[config.mk]
export PLATFORM = sky130hd
export DESIGN_NAME = piso_serializer
export DESIGN_NICKNAME = d
export VERILOG_FILES = /design/src/rtl/serializer_pkg.sv /design/src/rtl/piso_serializer_bit_counter.sv /design/src/rtl/piso_serializer.sv
export SDC_FILE = /design/constraint.sdc
export NUM_CORES = 1
export LEC_CHECK = 0
export CAP_MARGIN = 20
export CORE_MARGIN = 2
export CORE_UTILIZATION = 35
export CTS_BUF_LIST = sky130_fd_sc_hd__clkbuf_4 sky130_fd_sc_hd__clkbuf_8
export CTS_CLUSTER_DIAMETER = 60
export DETAILED_ROUTE_END_ITERATION = 10
export PLACE_DENSITY = 0.73
export SETUP_SLACK_MARGIN = 0.05
export SYNTH_ARGS = -nofsm -noshare
export SYNTH_HDL_FRONTEND = slang
export SYNTH_SLANG_ARGS = --single-unit
[constraint.sdc]
create_clock -name clk -period 1.41 [get_ports clk]
set_clock_uncertainty 0.05 [all_clocks]
set_input_delay 0.2115 -clock clk [delete_from_list [all_inputs] [get_ports clk]]
set_output_delay 0.2115 -clock clk [all_outputs]
set_load 0.03 [all_outputs]
[src/rtl/serializer_pkg.sv]
// Shared definitions for the parallel-in/serial-out serializer:
// FSM state encoding and the bit-counter width helper.
package serializer_pkg;

   typedef enum logic {
      ST_IDLE  = 1'b0,
      ST_SHIFT = 1'b1
   } state_e;

   // Enough bits to count 0..width-1; never narrower than one bit.
   function automatic int cnt_width(input int width);
      return (width > 2) ? $clog2(width) : 1;
   endfunction

endpackage

[src/rtl/piso_serializer_bit_counter.sv]
// Up-counter bounded to 0..WIDTH-1 with synchronous clear, count enable
// and a terminal-count flag that is high while the count equals WIDTH-1.
module bit_counter
   import serializer_pkg::*;
#(
   parameter  int WIDTH = 4,
   localparam int CW    = cnt_width(WIDTH)
) (
   input  logic          clk,
   input  logic          rst_n,
   input  logic          i_clr,
   input  logic          i_en,
   output logic [CW-1:0] o_count,
   output logic          o_tc
);

   logic [CW-1:0] r_count;

   // Clear wins over enable so a reload on the final beat restarts at zero.
   always_ff @(posedge clk or negedge rst_n) begin
      if (!rst_n) begin
         r_count <= '0;
      end else if (i_clr) begin
         r_count <= '0;
      end else if (i_en) begin
         r_count <= r_count + CW'(1);
      end
   end

   assign o_count = r_count;
   assign o_tc    = (r_count == CW'(WIDTH - 1));

endmodule

[src/rtl/piso_serializer.sv]
// Parallel-in/serial-out stage: takes one WIDTH-bit word per handshake and
// emits it one bit per accepted serial beat, MSB- or LSB-first.
module piso_serializer
   import serializer_pkg::*;
#(
   parameter int WIDTH     = 4,
   parameter bit MSB_FIRST = 1'b1
) (
   input  logic             clk,
   input  logic             rst_n,
   input  logic [WIDTH-1:0] in_data,
   input  logic             in_valid,
   output logic             in_ready,
   output logic             s_data,
   output logic             s_valid,
   input  logic             s_ready,
   output logic             s_last,
   output logic             busy
);

   localparam int CW = cnt_width(WIDTH);

   // Handshakes: a transfer happens on a rising edge where valid && ready are
   // both high. The producer holds its payload stable until that edge; ready
   // may depend combinationally on the partner's signals. in_ready is such a
   // path: it follows s_ready on the final bit so a new word can load on the
   // same edge the last bit leaves, giving gap-free back-to-back frames.

   state_e           r_state;
   state_e           w_state_nxt;
   logic [WIDTH-1:0] r_shreg;
   logic [CW-1:0]    w_count;
   logic             w_tc;
   logic             w_out_bit;
   logic             w_beat;
   logic             w_accept;
   logic             w_cnt_clr;

   assign w_out_bit = MSB_FIRST ? r_shreg[WIDTH-1] : r_shreg[0];

   always_ff @(posedge clk or negedge rst_n) begin
      if (!rst_n) begin
         r_state <= ST_IDLE;
      end else begin
         r_state <= w_state_nxt;
      end
   end

   always_comb begin
      w_state_nxt = r_state;
      in_ready    = 1'b0;
      s_valid     = 1'b0;
      s_data      = 1'b0;
      s_last      = 1'b0;
      busy        = 1'b0;
      w_beat      = 1'b0;
      w_accept    = 1'b0;
      case (r_state)
         ST_IDLE: begin
            in_ready = 1'b1;
            w_accept = in_valid;
            if (in_valid) begin
               w_state_nxt = ST_SHIFT;
            end
         end
         ST_SHIFT: begin
            s_valid  = 1'b1;
            busy     = 1'b1;
            s_data   = w_out_bit;
            s_last   = w_tc;
            w_beat   = s_ready;
            in_ready = w_tc && s_ready;
            w_accept = in_valid && w_tc && s_ready;
            if (w_beat && w_tc && !w_accept) begin
               w_state_nxt = ST_IDLE;
            end
         end
         default: begin
            w_state_nxt = ST_IDLE;
         end
      endcase
   end

   // Shifting on the final beat too leaves the register all-zero when idle.
   always_ff @(posedge clk or negedge rst_n) begin
      if (!rst_n) begin
         r_shreg <= '0;
      end else if (w_accept) begin
         r_shreg <= in_data;
      end else if (w_beat) begin
         if (MSB_FIRST) begin
            r_shreg <= {r_shreg[WIDTH-2:0], 1'b0};
         end else begin
            r_shreg <= {1'b0, r_shreg[WIDTH-1:1]};
         end
      end
   end

   assign w_cnt_clr = w_accept || (w_beat && w_tc);

   bit_counter #(
      .WIDTH (WIDTH)
   ) u_bit_counter (
      .clk     (clk),
      .rst_n   (rst_n),
      .i_clr   (w_cnt_clr),
      .i_en    (w_beat),
      .o_count (w_count),
      .o_tc    (w_tc)
   );

endmodule

Yosys cells after proc, flatten, opt, wreduce, memory -nomap -nowiden. Index checks and enable logic that the tools add are counted.

Bits in registers: 7. Latch bits: 0. RAM bits: 0. Memory bits (read-only): 0. Input bits: 8. Output and inout bits: 5. Word-level logic and storage cells: 28. Memories: 0.

$add $sub $neg: 1. Multipliers: 0. Divide/modulo/power cells: 0. Order comparisons: 0. Equal/unequal tests: 1. Shifts and indexed selects: 0. Mux-type cells: 13. Bitwise gates (word level): 1. Reductions and logical operators: 9.

Operators with widths (number): 4-bit 2-to-1 mux (2); 1-bit 2-to-1 mux (6); 1-bit case mux with 2 select lines (3); 1-bit logical AND (5); 2-bit 2-to-1 mux (2); 2-bit nonzero test (2); 2-bit by 1-bit adder with 2-bit output (second input constant) (1); 2-bit equality test (second input constant) (1); 1-bit zero test (1); 1-bit logical OR (1); 1-bit inverter (1).

Longest topological paths before layout. Gate-level depths: netlist of run 1.

Depth after elaboration: 7. Mapped depth: 4. Gate-level depth less buffers: 4.

Cells and area by module. Synthesis of run 1 repeated with hierarchy kept, for this count alone.

Cell total of the unflattened synthesis: 30. Area total of the unflattened synthesis: 370.4 um^2.

Modules (own cells, without submodules): piso_serializer (times used 1, cells each 23, area an instance 281.5 um^2, seq. area each 125.1 um^2); bit_counter (times used 1, cells each 7, area an instance 88.8 um^2, seq. area each 50.0 um^2).

Worst setup path before layout of run 1. No wires, ideal clock.

Path kind: reg2reg. Start point: register r_state. End point: register r_shreg[0]. Setup time: 122 ps. Arrival time: 1182 ps. Required time: 1238 ps. Path slack: 56 ps. Stages on the path, launching flop included: 4. Buffers on the path: 1. Path through: dfrtp_1 -> buf_6 -> nand2_2 -> a32o_1.

Cells in the longest elaborated chain, start to end: 3. Elaborated cells between the ends (all ways): 5. Those cells by class: mux (3); bitwise (1); reduce/logical (1).

Ends and longest elaborated chain: start: declaration (line piso_serializer.sv:29) `state_e r_state;`; start signal: assignment (line piso_serializer.sv:45) `r_state <= w_state_nxt;`; 1-bit inverter; 1-bit case mux with 2 select lines (line piso_serializer.sv:58) `case (r_state)`; 4-bit 2-to-1 mux or 2-bit nonzero test (tied branches); end signal: assignment (line piso_serializer.sv:89) `r_shreg <= in_data;`; end signal: assignment (line piso_serializer.sv:92) `r_shreg <= {r_shreg[WIDTH-2:0], 1'b0};`; end signal: assignment (line piso_serializer.sv:94) `r_shreg <= {1'b0, r_shreg[WIDTH-1:1]};`; end: declaration (line piso_serializer.sv:31) `logic [WIDTH-1:0] r_shreg;`.

Several ways; a longest one is shown, not always the timed one. A chain may end at the register's enable or synchronous reset.

Final worst setup path of run 1.
Start point: register u_bit_counter.r_count[0] (netlist: u_bit_counter.o_count[0]). End point: output port in_ready.

Cells in the longest elaborated chain, start to end: 3.

Ends and longest elaborated chain: start: declaration (line piso_serializer_bit_counter.sv:17) `logic [CW-1:0] r_count;`; start signal: assignment (line piso_serializer_bit_counter.sv:26) `r_count <= r_count + CW'(1);`; 2-bit equality test (line piso_serializer_bit_counter.sv:31) `assign o_tc = (r_count == CW'(WIDTH - 1));`; 1-bit logical AND (line piso_serializer.sv:72) `in_ready = w_tc && s_ready;`; 1-bit case mux with 2 select lines (line piso_serializer.sv:58); end: declaration (line piso_serializer.sv:13) `output logic in_ready,`.

No other way between the ends.

==> results.json, run 1 <==
{
  "status": "finished, violations left",
  "violations": "setup timing",
  "post-route-min-period_ps": 1420,
  "ys_warn_count": 0,
  "dp_hpwl_um": 669,
  "dieArea_mm2": 0.00167,
  "p_leak_nw": 0.332,
  "routed_wirelength_um": 1060,
  "fin_tns_setup_ps": -10.5,
  "routed_via_density": 4.98,
  "finalCritPeriodShare_pct": 101,
  "ys_types": 21,
  "post_drt_wl_per_cell_um": 13.1,
  "cts-root-buf": "clkbuf_4",
  "portBuffers": 12,
  "vias": 403,
  "numClockSinks": 7,
  "path_buf_inv": 1,
  "drv_slew": 0,
  "grt_setup_unrepaired": "true",
  "critical_path_required_ps": 1150,
  "core_area_mm2": 0.00128,
  "ys_seq_area_share_pct": 36.8,
  "holdWs_ps": 169,
  "seq_power_share_pct": 28.4,
  "fp-row-count": 13,
  "clock_path_buffers": 2,
  "fp.dieW_um": 40.9,
  "syn-num-nets": 54,
  "path_depth": 4,
  "crit_family": "flip-flops",
  "power_density_mw_per_mm2": 1820,
  "num_antenna_cells": 0,
  "layout_common_cells": "buf_4 (11), clkdlybuf4s50_1 (7), nand2b_1 (5), dfrtp_1 (5), clkbuf_4 (4)",
  "nets": 76,
  "setup_ws_ps": -8.15,
  "cp_slowest_cell": "dfrtp_2",
  "async_reset_ff_share_pct": 100,
  "layout_commonest_cell": "buf_4",
  "p_int_mw": 0.812,
  "syn_area_per_cell_um2": 10.6,
  "placed_area_um2": 579,
  "cts_hold_buffers": 0,
  "power_switching_mw": 0.471,
  "reg2reg_depth": 5,
  "maxCapViolCount": 0,
  "reg2reg_slack_ps": 80,
  "path_max_fanout": 4,
  "end_kind": "output port",
  "insertion_delay_ps": 260,
  "ys.flop_type": "dfrtp_1",
  "synth_area_um2": 475,
  "antenna_found_initial": 0,
  "drtPass1Iterations": 4,
  "die_h_um": 40.9,
  "hp-class": "input port to async pin",
  "finalHoldViolCount": 0,
  "cts.clk_slew.worst_paths_ps": 60,
  "total_power_mw": 1.28,
  "grt_pass1_wl_um": 1320,
  "timing.fmax_ghz": 0.705,
  "ant_nets": 0,
  "fin_cells": 81,
  "peakVddDrop_mv": 0.741,
  "rr_startpoint": "u_bit_counter.o_count[0]",
  "swShare_pct": 36.7,
  "critPathMaxStageDelay_ps": 440,
  "place_inst": 70,
  "drtIter0Drc": 11,
  "syn_inst": 45,
  "start_util_pct": 37.0,
  "p_comb_share_pct": 55.4,
  "p_clk_share_pct": 16.2,
  "cp.arrival_ps": 1160,
  "ios": 13,
  "htree_levels": 1,
  "setup_viol": 2,
  "overflow": 0,
  "drive_above_1_share_pct": 47.0,
  "synth-seq-cells": 7,
  "crit_top_cell": "nand2_2",
  "cts_tree": "yes",
  "synth_edf_count": 0,
  "cts_buffers": 3,
  "drc": 0,
  "tightest_slew_ps": 339,
  "reg2reg_to": "u_bit_counter.o_count[0]",
  "track_usage_pct": 13.0,
  "path_class": "flop to output port",
  "crit_chain": "ha_4 > nand2_2 > nand2_2 > buf_6",
  "syn_to_final_growth_pct": 48.2,
  "startpoint_type": "flop",
  "place.gp.congestion": 0.674,
  "grt_pass1_vias": 319,
  "grt_start_max_net_pins": 12,
  "fin_area_um2": 704,
  "relSlewSlack_pct": 77.4
}
-- per-layer routing --
layer	GRT usage (%)	vias up	wire length, µm
met2	16.4	10	472
met5	0	-	0
met4	10.0	0	12
li1	-	202	-
met3	4.89	2	61
met1	17.2	189	512
-- cells by family (layout without fill, tap and decap cells) --
group	after synthesis	in the layout	share of synthesized area, %
AOI/OAI and AO/OA	11	11	19.2
muxes	6	6	15.0
DFF	7	7	36.8
buffers and inverters	5	26	8.68
and+or+nand+nor	15	15	17.6
adders and majority gates	1	1	2.63
-- cell usage after synthesis, types with 2 or more instances --
library cell | n | area share (%)
a21oi_1 | 2 | 2.1
a22o_1 | 2 | 3.7
and2_1 | 2 | 2.6
buf_4 | 2 | 3.2
buf_6 | 2 | 4.7
dfrtp_1 | 7 | 37
mux2_4 | 2 | 6.3
mux2i_1 | 3 | 6.3
nand2_1 | 2 | 1.6
nand2_2 | 2 | 2.6
nand2b_1 | 5 | 6.6
nor2_1 | 2 | 1.6
nor2b_1 | 2 | 2.6
o22ai_1 | 2 | 2.6
o22ai_2 | 2 | 5.3
-- sequential cells by signal, indices dropped and copies added, names as in the netlist --
register	cells
r_shreg	4
r_state	1
u_bit_counter.o_count	2
-- how the worst max path moves through the flow --
stage / startpoint / end / slack, ps
after floorplan: r_state / r_shreg[0] / 60
after global routing: u_bit_counter.o_count[0] / in_ready / -40
after global placement: in_valid / r_shreg[2] / -60
after detailed placement: in_valid / r_shreg[3] / -60
after CTS: u_bit_counter.o_count[0] / in_ready / -10
final: u_bit_counter.o_count[0] / in_ready / -8
-- power by group through the flow --
| stage | Sequential [mW] | Clock, mW | Combinational [mW] |
|---|---|---|---|
| 2_1_floorplan | 0.337 | 0 | 0.419 |
| 3_3_place_gp | 0.352 | 0 | 0.529 |
| 3_5_place_dp | 0.356 | 0 | 0.529 |
| 4_1_cts | 0.358 | 0.213 | 0.613 |
| 5_1_grt | 0.372 | 0.228 | 0.769 |
| 6_report | 0.365 | 0.208 | 0.712 |
-- per-stage QoR --
stage / setup WS, ps / util (%)
6_report: -8.15 / 54.8
5_1_grt: -41.7 / 54.8
4_1_cts: -12.3 / 51.6
3_5_place_dp: -59.0 / 45.1
3_3_place_gp: -58.9 / 45.1
2_1_floorplan: 56.4 / -
-- what timing repair did --
item,in CTS,in global routing
hold endpoints to repair,0,0
pin swaps,1,3
gates resized for setup,6,6
setup buffers,4,3
endpoints found under the setup margin,5,5
-- area by class of cell --
class | count | area (µm²)
clock buffers | 4 | 30.0
fillers | 120 | 581
inverters | 1 | 3.75
well taps | 15 | 18.8
repair buffers | 21 | 186
flip-flops and latches | 7 | 178
multi-input cells | 33 | 288
(Power assumes the default switching activity.)
==> run 2, diff against run 1 <==
--- a/config.mk
+++ b/config.mk
@@ -6,13 +6,14 @@
 export NUM_CORES = 1
 export LEC_CHECK = 0
 export CAP_MARGIN = 20
-export CORE_MARGIN = 2
-export CORE_UTILIZATION = 35
+export CORE_AREA = 2 2 39 41
 export CTS_BUF_LIST = sky130_fd_sc_hd__clkbuf_4 sky130_fd_sc_hd__clkbuf_8
 export CTS_CLUSTER_DIAMETER = 60
 export DETAILED_ROUTE_END_ITERATION = 10
-export PLACE_DENSITY = 0.73
+export DIE_AREA = 0 0 41 43
+export PLACE_DENSITY = 0.74
 export SETUP_SLACK_MARGIN = 0.05
+export SLEW_MARGIN = 20
 export SYNTH_ARGS = -nofsm -noshare
 export SYNTH_HDL_FRONTEND = slang
 export SYNTH_SLANG_ARGS = --single-unit
==> constraint.sdc (replaced) <==
create_clock -name clk -period 1.41 [get_ports clk]
set_clock_uncertainty 0.05 [all_clocks]
set_input_delay 0.2115 -clock clk [delete_from_list [all_inputs] [get_ports clk]]
set_output_delay 0.2115 -clock clk [all_outputs]
set_load 0.1 [all_outputs]
==> results.json, run 2 (synthesized netlist as in run 1, its figures left out) <==
{
  "status": "finished, violations left",
  "violations": "setup timing",
  "end_kind": "output port",
  "dp_hpwl_um": 701,
  "layout_commonest_cell": "buf_4",
  "ant_nets": 0,
  "path_max_fanout": 4,
  "power_density_mw_per_mm2": 2130,
  "grt_start_max_net_pins": 10,
  "post-route-min-period_ps": 1440,
  "path_class": "flop to output port",
  "fp.dieW_um": 41,
  "fin_tns_setup_ps": -36.5,
  "drive_above_1_share_pct": 50.7,
  "layout_common_cells": "buf_4 (8), clkdlybuf4s50_1 (7), dfrtp_1 (6)",
  "maxCapViolCount": 0,
  "reg2reg_depth": 5,
  "cts_buffers": 3,
  "critical_path_required_ps": 1150,
  "tightest_slew_ps": 348,
  "startpoint_type": "flop",
  "cts_tree": "yes",
  "drtIter0Drc": 3,
  "holdWs_ps": 180,
  "grt_setup_unrepaired": "true",
  "crit_start": "u_bit_counter.o_count[0]",
  "die_h_um": 43,
  "setup_viol": 2,
  "drv_slew": 0,
  "nets": 79,
  "vias": 430,
  "finalCritPeriodShare_pct": 102,
  "relSlewSlack_pct": 76.7,
  "peakVddDrop_mv": 1.32,
  "routed_wirelength_um": 1170,
  "syn_to_final_growth_pct": 73.4,
  "setup_ws_ps": -26.2,
  "overflow": 0,
  "track_usage_pct": 15.7,
  "routed_via_density": 5.06,
  "timing.fmax_ghz": 0.696,
  "portBuffers": 12,
  "postLayoutCoreUtil_pct": 59.6,
  "cp.arrival_ps": 1170,
  "insertion_delay_ps": 250,
  "num_antenna_cells": 0,
  "hp-class": "input port to async pin",
  "drtPass1Iterations": 3,
  "largest_register_ffs": 4,
  "fp-row-count": 14,
  "ios": 13,
  "cts-root-buf": "clkbuf_4",
  "finalHoldViolCount": 0,
  "htree_levels": 1,
  "cts.clk_slew.worst_paths_ps": 50,
  "grt_pass1_wl_um": 1840,
  "antenna_found_initial": 0,
  "post_drt_wl_per_cell_um": 13.8,
  "clock_path_buffers": 2,
  "core_area_mm2": 0.00138,
  "dieArea_mm2": 0.00176,
  "grt_pass1_vias": 436,
  "place.gp.congestion": 0.728,
  "rr_startpoint": "r_state",
  "cts_hold_buffers": 0,
  "p_leak_nw": 0.389,
  "numClockSinks": 7,
  "start_util_pct": 34.4,
  "drc": 0,
  "top_register": "r_shreg"
}
run 2: critical path, stage by stage (launching register included):
cell	delay [ps]
dfrtp_1	400
ha_4	190
and2_4	160
buf_12	160
run 2: metrics by stage:
stage / instances / instance area (µm²) / total power, mW / setup slack, ps
final: 85 / 825 / 1.76 / -26.2
after global routing: 85 / 825 / 1.85 / -54.2
after CTS: 84 / 781 / 1.67 / -28.3
after detailed placement: 71 / 668 / 1.33 / -140
after global placement: 71 / 668 / 1.31 / -105
after floorplan: 45 / 504 / 1.06 / 1.14
run 2: timing repair:
item                                    4_1_cts  5_1_grt
pin swaps                                     2        2
gates resized for setup                       4        8
buffers inserted                              9        1
endpoints found under the setup margin        3        9
run 2: path summary, 6_finish.rpt:
path                                             to  slack, ps
setup / recovery                             s_last        -30
hold / removal             u_bit_counter.o_count[0]        180
setup reg to reg                         r_shreg[1]         80
hold reg to reg                          r_shreg[0]        440
max in group asynchronous                   r_state        840
min in group clk                         r_shreg[0]        440
run 2: per-layer routing:
metal / routed length (µm) / track usage, %
met4: 30 / 10.7
met1: 508 / 21.2
met2: 561 / 21.6
met5: 0 / 0
met3: 69 / 3.14
run 2: cell type report:
class                   instances  area, µm²
well taps                      16       20.0
repair buffers                 24        275
flip-flops and latches          7        179
clock buffers                   4       30.0
multi-input cells              33        317
inverters                       1       3.75
fillers                       119        559
run 2: report_power, final:
group / internal, mW / switching (mW)
logic: 0.574 / 0.622
clock network: 0.127 / 0.0755
registers: 0.283 / 0.0777
==> run 3, diff against run 2 <==
--- a/config.mk
+++ b/config.mk
@@ -11,7 +11,8 @@
 export CTS_CLUSTER_DIAMETER = 60
 export DETAILED_ROUTE_END_ITERATION = 10
 export DIE_AREA = 0 0 41 43
-export PLACE_DENSITY = 0.74
+export DONT_BUFFER_PORTS = 1
+export PLACE_DENSITY = 0.62
 export SETUP_SLACK_MARGIN = 0.05
 export SLEW_MARGIN = 20
 export SYNTH_ARGS = -nofsm -noshare
==> results.json, run 3 (synthesized netlist as in run 1, its figures left out) <==
{
  "total_power_mw": 1.54,
  "maxCapViolCount": 0,
  "hp-class": "input port to flop",
  "dieArea_mm2": 0.00176,
  "reg2reg_slack_ps": 100,
  "placed_area_um2": 518,
  "peakVddDrop_mv": 0.901,
  "p_leak_nw": 0.317,
  "grt_start_max_net_pins": 12,
  "fin_tns_setup_ps": -13.0,
  "tightest_slew_ps": 324,
  "violations": "setup timing",
  "post-route-min-period_ps": 1420,
  "cp.arrival_ps": 1160,
  "overflow": 0,
  "track_usage_pct": 13.2,
  "drive_above_1_share_pct": 47.5,
  "critical_path_required_ps": 1150,
  "syn_to_final_growth_pct": 40.0,
  "antenna_found_initial": 0,
  "largest_register_ffs": 4,
  "fin_cells": 75,
  "grt_setup_unrepaired": "true",
  "setup_viol": 2,
  "nets": 69,
  "routed_wirelength_um": 1020,
  "ant_nets": 0,
  "relSlewSlack_pct": 78.3,
  "ff_latch_area_um2": 179,
  "finalCritPeriodShare_pct": 101,
  "start_util_pct": 34.4,
  "cts_buffers": 3,
  "clock_path_buffers": 2,
  "fp.dieW_um": 41,
  "startpoint_type": "flop",
  "place_inst": 60,
  "routed_via_density": 5.11,
  "top_register": "r_shreg",
  "die_h_um": 43,
  "portBuffers": 0,
  "end_kind": "output port",
  "path_max_fanout": 4,
  "place.gp.congestion": 0.650,
  "status": "finished, violations left",
  "worst_hold_path.num_cells": 1,
  "layout_common_cells": "buf_4 (9), dfrtp_1 (6), nand2b_1 (5)",
  "path_class": "flop to output port",
  "grt_pass1_wl_um": 1560,
  "htree_levels": 1,
  "fp-row-count": 14,
  "layout_commonest_cell": "buf_4",
  "core_area_mm2": 0.00138,
  "cts-root-buf": "clkbuf_4",
  "numClockSinks": 7,
  "drv_slew": 0,
  "reg2reg_depth": 5,
  "multiInputGateArea_um2": 303,
  "post_drt_wl_per_cell_um": 13.5,
  "cts_tree": "yes",
  "timing.fmax_ghz": 0.703,
  "insertion_delay_ps": 250,
  "finalHoldViolCount": 0,
  "cts.clk_slew.worst_paths_ps": 50,
  "dpl_worst_slack_ps": 108,
  "grt_pass1_vias": 349,
  "vias": 383,
  "setup_ws_ps": -12.8,
  "power_density_mw_per_mm2": 2310,
  "drtIter0Drc": 2,
  "drc": 0,
  "ios": 13,
  "nFillCells": 136,
  "num_antenna_cells": 0,
  "drtPass1Iterations": 4,
  "fin_area_um2": 666
}
## run 3: area by class of cell
| cell class | instances | area share, % |
|---|---|---|
| multi-input combinational | 33 | 45.5 |
| clock buffer | 4 | 4.51 |
| inverter | 1 | 0.564 |
| timing repair buffer | 14 | 19.5 |
| sequential | 7 | 26.9 |
| tap | 16 | 3.01 |
## run 3: power breakdown
| part | total [mW] | internal [mW] | switching, mW |
|---|---|---|---|
| clock network | 0.207 | 0.128 | 0.0795 |
| logic | 0.971 | 0.416 | 0.554 |
| registers | 0.358 | 0.282 | 0.0764 |
## run 3: through the flow
stage          utilization (%)  hold WS (ps)
5_1_grt                   48.1          8.02
2_1_floorplan                -          -134
6_report                  48.1          10.3
3_5_place_dp              37.4          -134
3_3_place_gp              37.4          -134
4_1_cts                   46.1          6.22
## run 3: worst max-delay path, cell delays in order, from the launching register on
cell and delay (ps):
dfrtp_1 390, ha_4 180, and2_4 330
## run 3: final timing paths
check,to,startpoint
max in group asynchronous,r_state,rst_n
worst max register to register,u_bit_counter.o_count[0],u_bit_counter.o_count[0]
worst min register to register,r_shreg[0],r_shreg[0]
min in group asynchronous,r_shreg[0],rst_n
worst min-delay path,r_shreg[1],s_ready
worst max-delay path,s_last,u_bit_counter.o_count[0]
## run 3: timing repair
action                                  CTS  global route
buffers inserted                          7             2
pin swaps                                 3             1
gates resized for setup                   3             3
endpoints found under the setup margin    5             8
hold buffers                              2             0
endpoints found under the hold margin     9             0
## run 3: routing by layer
layer  wire, µm  global-route usage [%]  up-vias
li1           -                       -      189
met1        421                    16.3      178
met2        516                    20.6       14
met3         67                    3.14        2
met4         11                    6.00        0
met5          0                       0        -
